==> config.mk <==
export PLATFORM = sky130hd
export DESIGN_NAME = port_display_ctrl
export DESIGN_NICKNAME = d
export VERILOG_FILES = /design/src/rtl/port_display_pkg.sv /design/src/rtl/port_display_ctrl_seg7_decode.sv /design/src/rtl/port_display_ctrl.sv
export SDC_FILE = /design/constraint.sdc
export NUM_CORES = 1
export LEC_CHECK = 0
export ABC_CLOCK_PERIOD_IN_PS = 3000
export CELL_PAD_IN_SITES_DETAIL_PLACEMENT = 1
export CELL_PAD_IN_SITES_GLOBAL_PLACEMENT = 2
export CORE_MARGIN = 2
export CORE_UTILIZATION = 42
export DETAILED_ROUTE_END_ITERATION = 12
export PLACE_DENSITY_LB_ADDON = 0.1
export SLEW_MARGIN = 10
export SYNTH_ARGS = -nofsm -noshare
export SYNTH_HDL_FRONTEND = slang
export SYNTH_SLANG_ARGS = --single-unit
==> constraint.sdc <==
create_clock -name clk -period 3 [get_ports clk]
set_clock_uncertainty 0.15 [all_clocks]
set_input_delay 0.75 -clock clk [delete_from_list [all_inputs] [get_ports clk]]
set_output_delay 0.75 -clock clk [all_outputs]
set_load 0.03 [all_outputs]
==> src/rtl/port_display_pkg.sv <==
// -----------------------------------------------------------------------------
// port_display_pkg
// Shared definitions for the KCPSM6 port-bus seven-segment display block:
// register offsets inside the 16-byte window, CTRL field layout, reset values
// and the hex-to-segment lookup table (active-high, bit order {g,f,e,d,c,b,a}).
// -----------------------------------------------------------------------------
package port_display_pkg;

  // Register offsets inside the window (port_id[3:0]).
  typedef enum logic [3:0] {
    OFF_DIGIT0 = 4'h0,
    OFF_DIGIT1 = 4'h1,
    OFF_DIGIT2 = 4'h2,
    OFF_DIGIT3 = 4'h3,
    OFF_DIGIT4 = 4'h4,
    OFF_DIGIT5 = 4'h5,
    OFF_DIGIT6 = 4'h6,
    OFF_DIGIT7 = 4'h7,
    OFF_MASK   = 4'h8,
    OFF_CTRL   = 4'h9,
    OFF_STATUS = 4'hA
  } reg_off_e;

  // CTRL bit positions in the firmware-visible byte.
  localparam int CTRL_SCAN_EN_BIT = 0;
  localparam int CTRL_RAW_BIT     = 1;

  // DIGITn field positions.
  localparam int DIGIT_DP_BIT    = 4;
  localparam int DIGIT_BLANK_BIT = 7;

  // STATUS field positions.
  localparam int STATUS_WRAP_BIT = 7;

  // Stored CTRL bits; packed so that {6'b0, ctrl} reproduces the CTRL byte.
  typedef struct packed {
    logic raw;
    logic scan_en;
  } ctrl_t;

  // Reset values.
  localparam logic [7:0] DIGIT_RESET = 8'h80;
  localparam logic [7:0] MASK_RESET  = 8'hFF;
  localparam ctrl_t      CTRL_RESET  = '{raw: 1'b0, scan_en: 1'b1};
  localparam logic [7:0] AN_OFF      = 8'hFF;
  localparam logic [7:0] SEG_OFF     = 8'hFF;
  localparam logic [7:0] RD_RESET    = 8'h00;

  // Hex-to-segment table, active-high {g..a}; element [0] is digit 0.
  localparam logic [15:0][6:0] HEX7SEG_TABLE = {
    7'h71, 7'h79, 7'h5E, 7'h39,   // F E d C
    7'h7C, 7'h77, 7'h6F, 7'h7F,   // b A 9 8
    7'h07, 7'h7D, 7'h6D, 7'h66,   // 7 6 5 4
    7'h4F, 7'h5B, 7'h06, 7'h3F    // 3 2 1 0
  };

endpackage : port_display_pkg

==> src/rtl/port_display_ctrl_seg7_decode.sv <==
// -----------------------------------------------------------------------------
// seg7_decode
// Purely combinational hex nibble to seven-segment decoder (active-high).
// Ports:
//   hex_i  [3:0]  hex value to display
//   seg_o  [6:0]  segments {g,f,e,d,c,b,a}, 1 = lit
// -----------------------------------------------------------------------------
module seg7_decode
  import port_display_pkg::*;
(
  input  logic [3:0] hex_i,
  output logic [6:0] seg_o
);

  assign seg_o = HEX7SEG_TABLE[hex_i];

endmodule : seg7_decode

==> src/rtl/port_display_ctrl.sv <==
// -----------------------------------------------------------------------------
// port_display_ctrl
// KCPSM6 port-bus responder owning an 8-digit multiplexed seven-segment
// display. Firmware writes DIGIT0..7 / MASK / CTRL with OUTPUT and reads all
// registers plus STATUS back with INPUT via the registered rd_data mux.
// An internal refresh counter steps the digit index every REFRESH_DIV clocks.
// Ports:
//   clk           system clock (shared with the processor)
//   reset_n       asynchronous active-low reset
//   port_id[7:0]  processor port address; window is BASE_ADDR[7:4]
//   out_port[7:0] processor write data
//   write_strobe  one-cycle write qualifier
//   read_strobe   read qualifier; reads have no dependence on it
//   rd_data[7:0]  registered read data towards the in_port mux
//   an[7:0]       digit anodes, active-low
//   seg[7:0]      segments, active-low {dp,g,f,e,d,c,b,a}
// -----------------------------------------------------------------------------
module port_display_ctrl
  import port_display_pkg::*;
#(
  parameter logic [7:0]  BASE_ADDR   = 8'h10,
  parameter int unsigned REFRESH_DIV = 100000
) (
  input  logic       clk,
  input  logic       reset_n,
  input  logic [7:0] port_id,
  input  logic [7:0] out_port,
  input  logic       write_strobe,
  input  logic       read_strobe,
  output logic [7:0] rd_data,
  output logic [7:0] an,
  output logic [7:0] seg
);

  localparam int unsigned      CNT_W    = $clog2(REFRESH_DIV);
  localparam logic [CNT_W-1:0] CNT_LAST = CNT_W'(REFRESH_DIV - 1);

  // Address decode
  logic       hit_s;
  logic [3:0] offset_s;
  logic       wr_hit_s;
  logic       status_rd_s;

  // Register file
  logic [7:0] digit_q [8];
  logic [7:0] digit_d [8];
  logic [7:0] mask_q;
  logic [7:0] mask_d;
  ctrl_t      ctrl_q;
  ctrl_t      ctrl_d;

  // Scan state
  logic [CNT_W-1:0] cnt_q;
  logic [CNT_W-1:0] cnt_d;
  logic [2:0]       idx_q;
  logic [2:0]       idx_d;
  logic             adv_s;
  logic             wrap_s;
  logic             wrap_q;
  logic             wrap_d;

  // Display and read path
  logic [7:0] cur_digit_s;
  logic [6:0] hex_seg_s;
  logic       digit_on_s;
  logic [7:0] an_d;
  logic [7:0] an_q;
  logic [7:0] seg_d;
  logic [7:0] seg_q;
  logic [7:0] rd_d;
  logic [7:0] rd_q;

  // read_strobe carries no side effects; reads are purely address driven.
  logic unused_s;
  assign unused_s = read_strobe;

  assign hit_s       = (port_id[7:4] == BASE_ADDR[7:4]);
  assign offset_s    = port_id[3:0];
  assign wr_hit_s    = write_strobe && hit_s;
  // Any cycle that presents the STATUS address counts as a read of it.
  assign status_rd_s = hit_s && (offset_s == OFF_STATUS);

  assign cur_digit_s = digit_q[idx_q];

  seg7_decode u_seg7_decode (
    .hex_i (cur_digit_s[3:0]),
    .seg_o (hex_seg_s)
  );

  // Register-file next state from processor writes.
  always_comb begin
    digit_d = digit_q;
    mask_d  = mask_q;
    ctrl_d  = ctrl_q;
    if (wr_hit_s) begin
      if (offset_s[3] == 1'b0) begin
        digit_d[offset_s[2:0]] = out_port;
      end else begin
        case (offset_s)
          OFF_MASK: mask_d = out_port;
          OFF_CTRL: begin
            ctrl_d.scan_en = out_port[CTRL_SCAN_EN_BIT];
            ctrl_d.raw     = out_port[CTRL_RAW_BIT];
          end
          // STATUS is read-only; B..F are unmapped.
          default: mask_d = mask_q;
        endcase
      end
    end else begin
      mask_d = mask_q;
    end
  end

  // Register-file state.
  always_ff @(posedge clk or negedge reset_n) begin
    if (!reset_n) begin
      for (int i = 0; i < 8; i++) begin
        digit_q[i] <= DIGIT_RESET;
      end
      mask_q <= MASK_RESET;
      ctrl_q <= CTRL_RESET;
    end else begin
      digit_q <= digit_d;
      mask_q  <= mask_d;
      ctrl_q  <= ctrl_d;
    end
  end

  // Refresh counter and digit index; both hold while scanning is disabled.
  always_comb begin
    cnt_d = cnt_q;
    idx_d = idx_q;
    adv_s = 1'b0;
    if (ctrl_q.scan_en) begin
      if (cnt_q == CNT_LAST) begin
        cnt_d = '0;
        idx_d = idx_q + 3'd1;
        adv_s = 1'b1;
      end else begin
        cnt_d = cnt_q + CNT_W'(1);
      end
    end else begin
      adv_s = 1'b0;
    end
  end

  assign wrap_s = adv_s && (idx_q == 3'd7);

  // STATUS wrap flag lives for one slot; a wrap beats a same-cycle read clear.
  always_comb begin
    wrap_d = wrap_q;
    if (wrap_s) begin
      wrap_d = 1'b1;
    end else if (status_rd_s || adv_s) begin
      wrap_d = 1'b0;
    end else begin
      wrap_d = wrap_q;
    end
  end

  // Scan state registers.
  always_ff @(posedge clk or negedge reset_n) begin
    if (!reset_n) begin
      cnt_q  <= '0;
      idx_q  <= 3'd0;
      wrap_q <= 1'b0;
    end else begin
      cnt_q  <= cnt_d;
      idx_q  <= idx_d;
      wrap_q <= wrap_d;
    end
  end

  // A blank digit stays dark in decoded mode but raw mode owns all eight bits.
  assign digit_on_s = ctrl_q.scan_en && mask_q[idx_q] &&
                      (ctrl_q.raw || !cur_digit_s[DIGIT_BLANK_BIT]);

  // Anode/segment drive for the current slot.
  always_comb begin
    an_d  = AN_OFF;
    seg_d = SEG_OFF;
    if (digit_on_s) begin
      an_d = ~(8'h01 << idx_q);
      if (ctrl_q.raw) begin
        seg_d = ~cur_digit_s;
      end else begin
        seg_d = ~{cur_digit_s[DIGIT_DP_BIT], hex_seg_s};
      end
    end else begin
      an_d  = AN_OFF;
      seg_d = SEG_OFF;
    end
  end

  // Read mux, evaluated every cycle from port_id.
  always_comb begin
    rd_d = RD_RESET;
    if (hit_s) begin
      case (offset_s)
        OFF_DIGIT0, OFF_DIGIT1, OFF_DIGIT2, OFF_DIGIT3,
        OFF_DIGIT4, OFF_DIGIT5, OFF_DIGIT6, OFF_DIGIT7:
                    rd_d = digit_q[offset_s[2:0]];
        OFF_MASK:   rd_d = mask_q;
        OFF_CTRL:   rd_d = {6'b000000, ctrl_q};
        OFF_STATUS: rd_d = {wrap_q, 4'b0000, idx_q};
        default:    rd_d = RD_RESET;
      endcase
    end else begin
      rd_d = RD_RESET;
    end
  end

  // Output registers.
  always_ff @(posedge clk or negedge reset_n) begin
    if (!reset_n) begin
      an_q  <= AN_OFF;
      seg_q <= SEG_OFF;
      rd_q  <= RD_RESET;
    end else begin
      an_q  <= an_d;
      seg_q <= seg_d;
      rd_q  <= rd_d;
    end
  end

  assign an      = an_q;
  assign seg     = seg_q;
  assign rd_data = rd_q;

endmodule : port_display_ctrl

==> results.toml <==
[run_status]
status = "complete, no violations"

[synthesis]
synth_top_cell_by_area = "dfrtp_1"
synthArstFlopShare = 1.000
syn_nets = 506
ys.warnings.count = 0
synth_ff_type = "dfrtp_1"
muxShareOfSynthArea = 0.2837
synth_cell_types = 59
synthesis.area_sq_um = 6248
synth_top_area_share = 0.3444
synth_simple_gate_area_frac = 0.09351
synth_fa_ha_area_frac = 0.02603
synthCells = 473
ys_seq_area_frac = 0.4832
synth-xor-area-share = 0.02383
synth_compound_area_frac = 0.05907
synth_area_leaders = "dfrtp_1 (34%), mux2_2 (15%), dfstp_2 (14%)"
ys_seq_elements = 119
synth_edf_count = 0
syn_avg_cell_area_sq_um = 13.21
synth_top_family_by_area = "multiplexers"

[sta]
period_needed_ps = 2762
worst_pin_slew_ps = 695.7
hold_viol = 0
finalSetupViolCount = 0
rsz0062_at_grt = "no"
fin_crit_sh = 0.9207
finalMaxSlewViolations = 0
slew_headroom = 0.5362
fmax_ghz = 0.3620
final.setup.tns_ps = 0
hold_slack_ps = 182.4
layout_setup_ws_ps = 237.8

[grt]
grt_remaining_overflow = 0
antenna_found_initial = 0
grt_pass1_wl_mm = 26.25
grt_usage = 0.2170
grt_pass1_vias = 4607
grt_max_degree = 55

[drt]
wl_per_cell_um = 21.58
postRouteAntennaNets = 0
initialDrtViolationCount = 196
firstDrtPassIters = 4
vias_per_cell = 5.595
drc = 0
drt-total-wl_mm = 16.20
vias = 4202

[placed_design]
place_hpwl_mm = 11.50
gp_congestion = 0.8012
numPortBuffers = 42
pre_cts_slack_ps = -40.34
dpl_cell_area_sq_um = 7118

[die]
dieHeight_um = 126.0
initial_core_util = 0.4299
die_w_um = 126.0
core_area_sq_um = 14530
io_pins = 44
die_area_sq_um = 15870
fp-row-count = 44

[clock_network]
holdBufCountCts = 0
clockRootBuffer = "clkbuf_16"
h-tree-depth = 4
clkTransAtPathRegs_ps = 50
cts_tree = "done"
clkLatencyLatePin_ps = 410
cts_sinks = 119
cts_buffer_depth = 2
post_cts_buffers = 0
post_cts_resized = 0
numCtsBuffers = 17

[worst_setup_path]
reg2reg_depth = 7
cp-end-kind = "flop"
critical_path_class = "flop to flop"
r2r-end = "seg[0]$_DFF_PN1_"
regToRegStartpoint = "idx_q[1]$_DFFE_PN0P_"
start_kind = "flop"
critPathArrivalTime_ps = 2950
crit_required_ps = 3190
crit_fanout = 12
r2r_slack_ps = 240

[cells_and_area]
final_area_sq_um = 7714
multi_input_area_sq_um = 3038
layout_common_cells = "dfrtp_1 (86), mux2_2 (81), clkdlybuf4s50_1 (41), buf_4 (41), dfstp_2 (33)"
nFillCells = 1488
seqCellArea_sq_um = 3019
diodes = 0
fin_nets = 587
area_delta_synth_final_pct = 23.45
layout_commonest_cell = "dfrtp_1"
layout-drive-gt1-share = 0.4004

[pwr]
peakVddDrop_v = 0.0004113
pwr_density_cell_nw_per_um2 = 534.0
p_total_uw = 4119
power_leakage_uw = 0.003426

[run]
max_cap_violations = 0

[min_path]
hold_path_class = "input port to async pin"
## critical path: stages, from the launching register on
cell and delay (ps):
dfrtp_1 790, mux4_2 610, mux2i_1 140, buf_4 180, ha_1 270, mux2i_1 110, mux2_2 300, o211ai_2 130
## area by class of cell
cell class                 instances  share of cell area
tap                              184             0.02985
clock buffer                      24             0.06504
timing repair buffer              85              0.1009
sequential                       119              0.3914
clock inverter                     8             0.01217
multi-input combinational        317              0.3938
inverter                          14            0.006813
## per-stage QoR
| step | std cells | utilization |
|---|---|---|
| floorplan | 473 | - |
| global placement | 719 | 0.4898 |
| detailed placement | 719 | 0.4898 |
| CTS | 751 | 0.5307 |
| global route | 751 | 0.5307 |
| finish | 751 | 0.5307 |
## report_power, final
group,leakage [uW],internal [uW],switching [uW],total [uW]
Clock,0.000290,1320,706,2030
Sequential,0.00153,1680,68.1,1750
Combinational,0.00160,165,173,338
Total,0.00343,3170,947,4120
## how the worst max path moves through the flow
stage | from | endpoint | slack [ps]
after floorplan | idx_q[1]$_DFFE_PN0P_ | seg[0]$_DFF_PN1_ | 560
after global placement | port_id[7] | digit_q[32]$_DFFE_PN0P_ | 9
after detailed placement | port_id[7] | digit_q[13]$_DFFE_PN0P_ | -40
after CTS | idx_q[1]$_DFFE_PN0P_ | seg[0]$_DFF_PN1_ | 180
after global routing | idx_q[1]$_DFFE_PN0P_ | seg[0]$_DFF_PN1_ | 60
final | idx_q[1]$_DFFE_PN0P_ | seg[0]$_DFF_PN1_ | 240
## layer usage
| metal | up-vias | part of all wire | GRT usage | routed length [um] |
|---|---|---|---|---|
| met1 | 2195 | 0.45 | 0.2947 | 7308 |
| met3 | 15 | 0.049 | 0.05013 | 790 |
| li1 | 1901 | - | - | - |
| met2 | 91 | 0.49 | 0.3482 | 7897 |
| met4 | 0 | 0.013 | 0.06852 | 208 |
| met5 | - | 0 | 0 | 0 |
## cells by family (layout without fill, tap and decap cells)
family          count (synthesis)  after routing
compound gates                 48             48
xor+xnor                       17             17
fa+ha+maj                      13             13
buf+inv                        37            131
flops                         119            119
mux                           131            131
simple gates                  108            108
## synthesized netlist by cell type (3+ instances only)
| cell type | count |
|---|---|
| inv_1 | 12 |
| buf_6 | 4 |
| xor2_1 | 5 |
| a211oi_1 | 3 |
| buf_4 | 3 |
| mux4_2 | 24 |
| a22oi_1 | 3 |
| a21oi_1 | 10 |
| o221ai_1 | 4 |
| o21ai_0 | 5 |
| and2_1 | 4 |
| nand3_1 | 10 |
| o22ai_1 | 3 |
| mux2_2 | 81 |
| nand2_1 | 31 |
| nor3_1 | 3 |
| buf_2 | 9 |
| clkbuf_1 | 3 |
| xnor2_1 | 12 |
| buf_1 | 4 |
| and4_1 | 3 |
| and3_1 | 3 |
| or3_1 | 3 |
| nor3_2 | 4 |
| dfstp_2 | 33 |
| nand2b_1 | 3 |
| mux2i_1 | 20 |
| dfrtp_1 | 86 |
| nor2_1 | 30 |
| nand4_1 | 3 |
| ha_1 | 13 |
## registers in the layout, indices dropped and copies added (netlist names)
signal   cells
an           8
cnt_q       17
ctrl_q       2
digit_q     64
idx_q        3
mask_q       8
rd_data      8
seg          8
wrap_q       1
No activity file was read; power rests on OpenSTA's default activity.
==> patch 1, RTL diff (config.mk and constraints unchanged) <==
Register the output `an` once more, cleared by the reset; this adds one clock of latency there. The other outputs are not delayed to match.
--- a/src/rtl/port_display_ctrl.sv
+++ b/src/rtl/port_display_ctrl.sv
@@ -223,7 +223,13 @@
     end
   end
 
-  assign an      = an_q;
+  always_ff @(posedge clk or negedge reset_n) begin
+    if (!reset_n) begin
+      an <= '0;
+    end else begin
+      an <= an_q;
+    end
+  end
   assign seg     = seg_q;
   assign rd_data = rd_q;
 
Check against the original RTL: not equivalent (Yosys sat finds a counterexample within 4 cycles, from zero or initial values and one cycle with reset_n low).
==> patch 1 against the original RTL <==
Critical path type unchanged; area after synthesis grew 3.4%; routed wire length grew 5.9%; die area grew 3.3%; critical endpoint unchanged; final cell count grew 3.2%; via count grew 3.7%; worst setup slack gained 17 ps; total power grew 1.5%; sequential cell count grew 8; utilization shrank 1.1 points; worst hold slack gained 8.9 ps; final area grew 2.0%; combinational power grew 2%.
==> patch 1: results (changes against the original RTL) <==
number of DRC markers in iteration 0=371 (+89%); leakage component of the power=3.47 nW (+1.3%); post-CTS setup buffers=0 (unchanged); maximum resistive drop on vdd=0.382 mV (-7.2%); total cell area at the placement stage=7300 um^2 (+2.6%); slew of the pin with the lowest slew margin=790 ps (+94.2 ps); number of global-route vias before repair=4838 (+5.0%); clk_lat worst skew=420 ps; met2 Use GR=38.4% (+3.6 points); synth cell count leaders=sky130_fd_sc_hd__dfrtp_1, sky130_fd_sc_hd__mux2_2, sky130_fd_sc_hd__nand2_1; vias=4358 (+3.7%); Filler Cells Inserted=1503 (+1.0%); met1 GRT Util=29.1% (-0.36 points); final weighted congestion of routability-driven global placement=0.794 (-0.85%); maximum number of pins on one net before global-route repair=48 (-13%); cell types occupying the most area after synthesis=sky130_fd_sc_hd__dfrtp_1, sky130_fd_sc_hd__mux2_2, sky130_fd_sc_hd__dfstp_2, sky130_fd_sc_hd__mux4_2, sky130_fd_sc_hd__mux2i_1; routed wire length=17200 um (+5.9%); total routing resource utilization after global routing=22.9% (+1.2 points); final-stage net count=607 (+3.4%); Ant. Diodes=0 (unchanged); total of warnings raised by yosys=0 (unchanged); critical path fanouts, max=15 (+3); detailed-placement wirelength estimate=11900 um (+3.5%); length of the first detailed-routing pass in iterations=4 (unchanged); share of synthesized area occupied by flip-flops and latches=49.8% (+1.5 points); fraction of final layout cells sized beyond drive strength 1=38.7% (-1.4 points); wire length of the first global-routing pass=27700 um (+5.7%); Syn Nets=529 (+4.5%); worst hold path class=input pin to async pin; outcome=complete, no violations; met3 capacity usage during global routing=6.34% (+1.3 points); data arrival at the endpoint of the critical path=2920 ps (-30 ps)
[patch 1: cell count changes after synthesis, sizes merged, moves of 4 or more]
cell / unedited run / this run
a21oi: 10 / 17
dfrtp: 86 / 94
nand2: 31 / 36
xnor2: 12 / 8
[patch 1: path summary, 6_finish.rpt]
| kind | startpoint | to | slack (ps) | depth (start not counted) |
|---|---|---|---|---|
| min | reset_n | digit_q[49]$_DFFE_PN0P_ | 190 | 1 |
| max | idx_q[2]$_DFFE_PN0P_ | seg[0]$_DFF_PN1_ | 250 | 7 |
| min in group clk | an_q[7]$_DFF_PN1_ | an[7]$_DFF_PN0_ | 240 | 0 |
| max in group asynchronous | reset_n | an_q[4]$_DFF_PN1_ | 1790 | 2 |
| min reg2reg | an_q[7]$_DFF_PN1_ | an[7]$_DFF_PN0_ | 240 | 0 |
| max reg2reg | idx_q[2]$_DFFE_PN0P_ | seg[0]$_DFF_PN1_ | 250 | 7 |
[patch 1: area by class of cell]
type                       count  area share (%)
inverter                      16           0.763
clock inverter                11            1.48
sequential                   127            40.9
tap                          188            2.99
timing repair buffer          84            9.57
clock buffer                  21            5.72
multi-input combinational    328            38.6
[patch 1: logic make-up after synthesis]
logic type                 share of synthesized area [%]
muxes                                               26.3
adders and majority gates                           2.52
buffers and inverters                               3.19
AOI/OAI and AO/OA                                   6.62
xor gates and xnor gates                            2.03
and+or+nand+nor                                     9.54
DFF                                                 49.8
[patch 1: report_power, final]
| part | total (mW) | switching (mW) | internal [mW] |
|---|---|---|---|
| logic | 0.345 | 0.182 | 0.162 |
| registers | 1.85 | 0.0624 | 1.79 |
| clock network | 1.98 | 0.745 | 1.24 |
| total | 4.18 | 0.989 | 3.19 |
[patch 1: worst max-delay path, cell delays in order, from the launching register on]
cell                       delay, ps
sky130_fd_sc_hd__dfrtp_1         850
sky130_fd_sc_hd__mux4_2          460
sky130_fd_sc_hd__mux2i_4         350
sky130_fd_sc_hd__inv_1           120
sky130_fd_sc_hd__ha_1            300
sky130_fd_sc_hd__mux2i_1         160
sky130_fd_sc_hd__mux2_2          180
sky130_fd_sc_hd__o211ai_2         70
[patch 1: routing by layer]
layer	wire length, um	share of wire, %
met1	7450	43
met2	8670	51
met3	697	4.1
met4	342	2.0
met5	0	0
[patch 1: through the flow]
| step | utilization (%) | setup slack, ps | power (mW) | cells |
|---|---|---|---|---|
| after global placement | 48.2 | 90.0 | 2.21 | 743 |
| after CTS | 52.0 | 239 | 4.23 | 775 |
| final | 52.0 | 254 | 4.18 | 775 |
| after global routing | 52.0 | 138 | 4.37 | 775 |
| after floorplan | - | 561 | 2.07 | 496 |
| after detailed placement | 48.2 | 80.5 | 2.23 | 743 |
==> patch 2, RTL diff (same settings) <==
Made on the original files. Change the parameter `REFRESH_DIV` from 100000 to 400000.
--- a/src/rtl/port_display_ctrl.sv
+++ b/src/rtl/port_display_ctrl.sv
@@ -19,7 +19,7 @@
   import port_display_pkg::*;
 #(
   parameter logic [7:0]  BASE_ADDR   = 8'h10,
-  parameter int unsigned REFRESH_DIV = 100000
+  parameter int unsigned REFRESH_DIV = 400000
 ) (
   input  logic       clk,
   input  logic       reset_n,
Behaviour: same outputs for any inputs over 4 cycles, from zero or initial values and one cycle with reset_n low; that may be too few to reach the edited logic, so the function may still have changed.
==> patch 2 against the original RTL <==
Final area increased by 1.2%; worst setup slack got worse by 7.4 ps; total power decreased by 1.4%; synthesized cell count increased by 6.1%; sequential cell count increased by 2; routed wire length increased by 2.1%; area after synthesis increased by 1.4%; critical path type unchanged.
==> patch 2: results (changes against the original RTL) <==
Filler Cells Inserted=1480 (-0.54%); biggest registers after layout=digit_q x64, cnt_q x19; final weighted congestion of routability-driven global placement=0.833 (+3.9%); dpl ws=-93.4 ps (-53.0 ps); post-CTS setup buffers=0 (unchanged); Top Metal Used=met5; count of final hold-check violations=0 (unchanged); maximum number of pins on one net before global-route repair=36 (-35%); count of distinct cell types in the synthesized netlist=56 (-5.1%); final-stage net count=609 (+3.7%); logic gate share of total power=8.2% (about the same); maximum resistive drop on vdd=0.422 mV (+2.6%); synth-to-layout area growth=23.2%; Cell Count Post-Placement=741 (+3.1%); delay-heaviest family, CP=multiplexers; routed wire length=16500 um (+2.1%); critical path fanouts, max=8 (-4); worst hold path class=input pin to async pin; TritonCTS buffer count=17 (unchanged); detailed-placement wirelength estimate=11900 um (+3.8%); amount of wire on met2 after detailed routing=8430 um (+6.7%); met1 GRT Util=28.2% (-1.2 points); CTS resizes=1 (+1); clk_lat worst skew=430 ps (+20 ps); slew of the pin with the lowest slew margin=671 ps (-24.3 ps); stage delay of the slowest cell on the critical path=630 ps (-160 ps); total routing resource utilization after global routing=21.9% (+0.24 points); Post-Route M1 WL=7460 um (+2.1%); routed len/inst=21.4 um (-0.82%); power share of the clock group=48.2% (-1.1 points); leakage component of the power=3.45 nW (+0.59%); synth cell count leaders=sky130_fd_sc_hd__dfrtp_1, sky130_fd_sc_hd__mux2_2, sky130_fd_sc_hd__nand2_1; Ant. Diodes=0 (unchanged); cell types occupying the most area after synthesis=sky130_fd_sc_hd__dfrtp_1, sky130_fd_sc_hd__mux2_2, sky130_fd_sc_hd__dfstp_2, sky130_fd_sc_hd__mux4_2, sky130_fd_sc_hd__mux2i_1; share of synthesized area occupied by flip-flops and latches=48.4% (+0.13 points); outcome=complete, no violations; CTS H-tree depth=4 (unchanged); Syn Nets=535 (+5.7%); data arrival at the endpoint of the critical path=2890 ps (-60 ps); cell with the largest stage delay on the worst path=sky130_fd_sc_hd__mux4_1; number of global-route vias before repair=4637 (+0.65%); total of buffers placed on input and output ports=42 (unchanged); wire length of the first global-routing pass=26700 um (+1.8%); reported net switching power=0.978 mW (+3.3%); clock root buffer=sky130_fd_sc_hd__clkbuf_16; number of DRC markers in iteration 0=205 (+4.6%); routed via count divided by cell count=5.59 (-0.14%); antenna violations before repair=1 (+1); power per cell area=521 nW/um^2 (-2.5%); total cell area at the placement stage=7240 um^2 (+1.7%); met3 capacity usage during global routing=5.61% (+0.60 points); async set-or-reset flop fraction in the synthesized netlist=100% (unchanged); met2 Use GR=37.1% (+2.3 points); fraction of final layout cells sized beyond drive strength 1=36.3% (-3.7 points); length of the first detailed-routing pass in iterations=4 (unchanged); Mean Syn Cell Area=12.6 um^2 (-4.5%); length of routed met3 wiring=514 um (-35%); maximum root-to-sink buffer count=2 (unchanged)
-- patch 2: changes by cell type after synthesis, sizes merged, moves of 4 or more --
cell / unedited run / this run
a21oi: 10 / 14
buf: 20 / 15
clkbuf: 3 / 12
nand3: 10 / 18
nand4: 3 / 7
nor2: 32 / 28
nor2b: 0 / 5
nor3b: 2 / 6
nor4: 0 / 4
o21ai: 7 / 15
xnor2: 12 / 8
-- patch 2: worst paths after layout --
| path | startpoint | end | slack (ps) | cells past startpoint |
|---|---|---|---|---|
| worst max-delay path | idx_q[1]$_DFFE_PN0P_ | seg[4]$_DFF_PN1_ | 230 | 7 |
| min in group clk | cnt_q[16]$_DFFE_PN0P_ | cnt_q[16]$_DFFE_PN0P_ | 370 | 1 |
| max in group asynchronous | reset_n | seg[1]$_DFF_PN1_ | 1910 | 2 |
| worst min register to register | cnt_q[16]$_DFFE_PN0P_ | cnt_q[16]$_DFFE_PN0P_ | 370 | 1 |
| worst max register to register | idx_q[1]$_DFFE_PN0P_ | seg[4]$_DFF_PN1_ | 230 | 7 |
| worst min-delay path | reset_n | cnt_q[11]$_DFFE_PN0P_ | 100 | 1 |
-- patch 2: cell families (layout without fill, tap and decap cells) --
group           Yosys count  after routing  synth area share, %
mux                     131            131                 27.7
simple gates            131            131                 11.0
flops                   121            121                 48.4
compound gates           54             54                 5.67
buf+inv                  36            123                 2.45
xor+xnor                 16             16                 2.21
fa+ha+maj                13             13                 2.57
-- patch 2: layout make-up --
type / instances / area share (%)
Clock inverter: 13 / 1.67
Timing Repair Buffer: 82 / 10.2
Inverter: 9 / 0.433
Clock buffer: 19 / 5.55
Tap cell: 184 / 2.95
Multi-Input combinational cell: 345 / 39.9
Sequential cell: 121 / 39.3
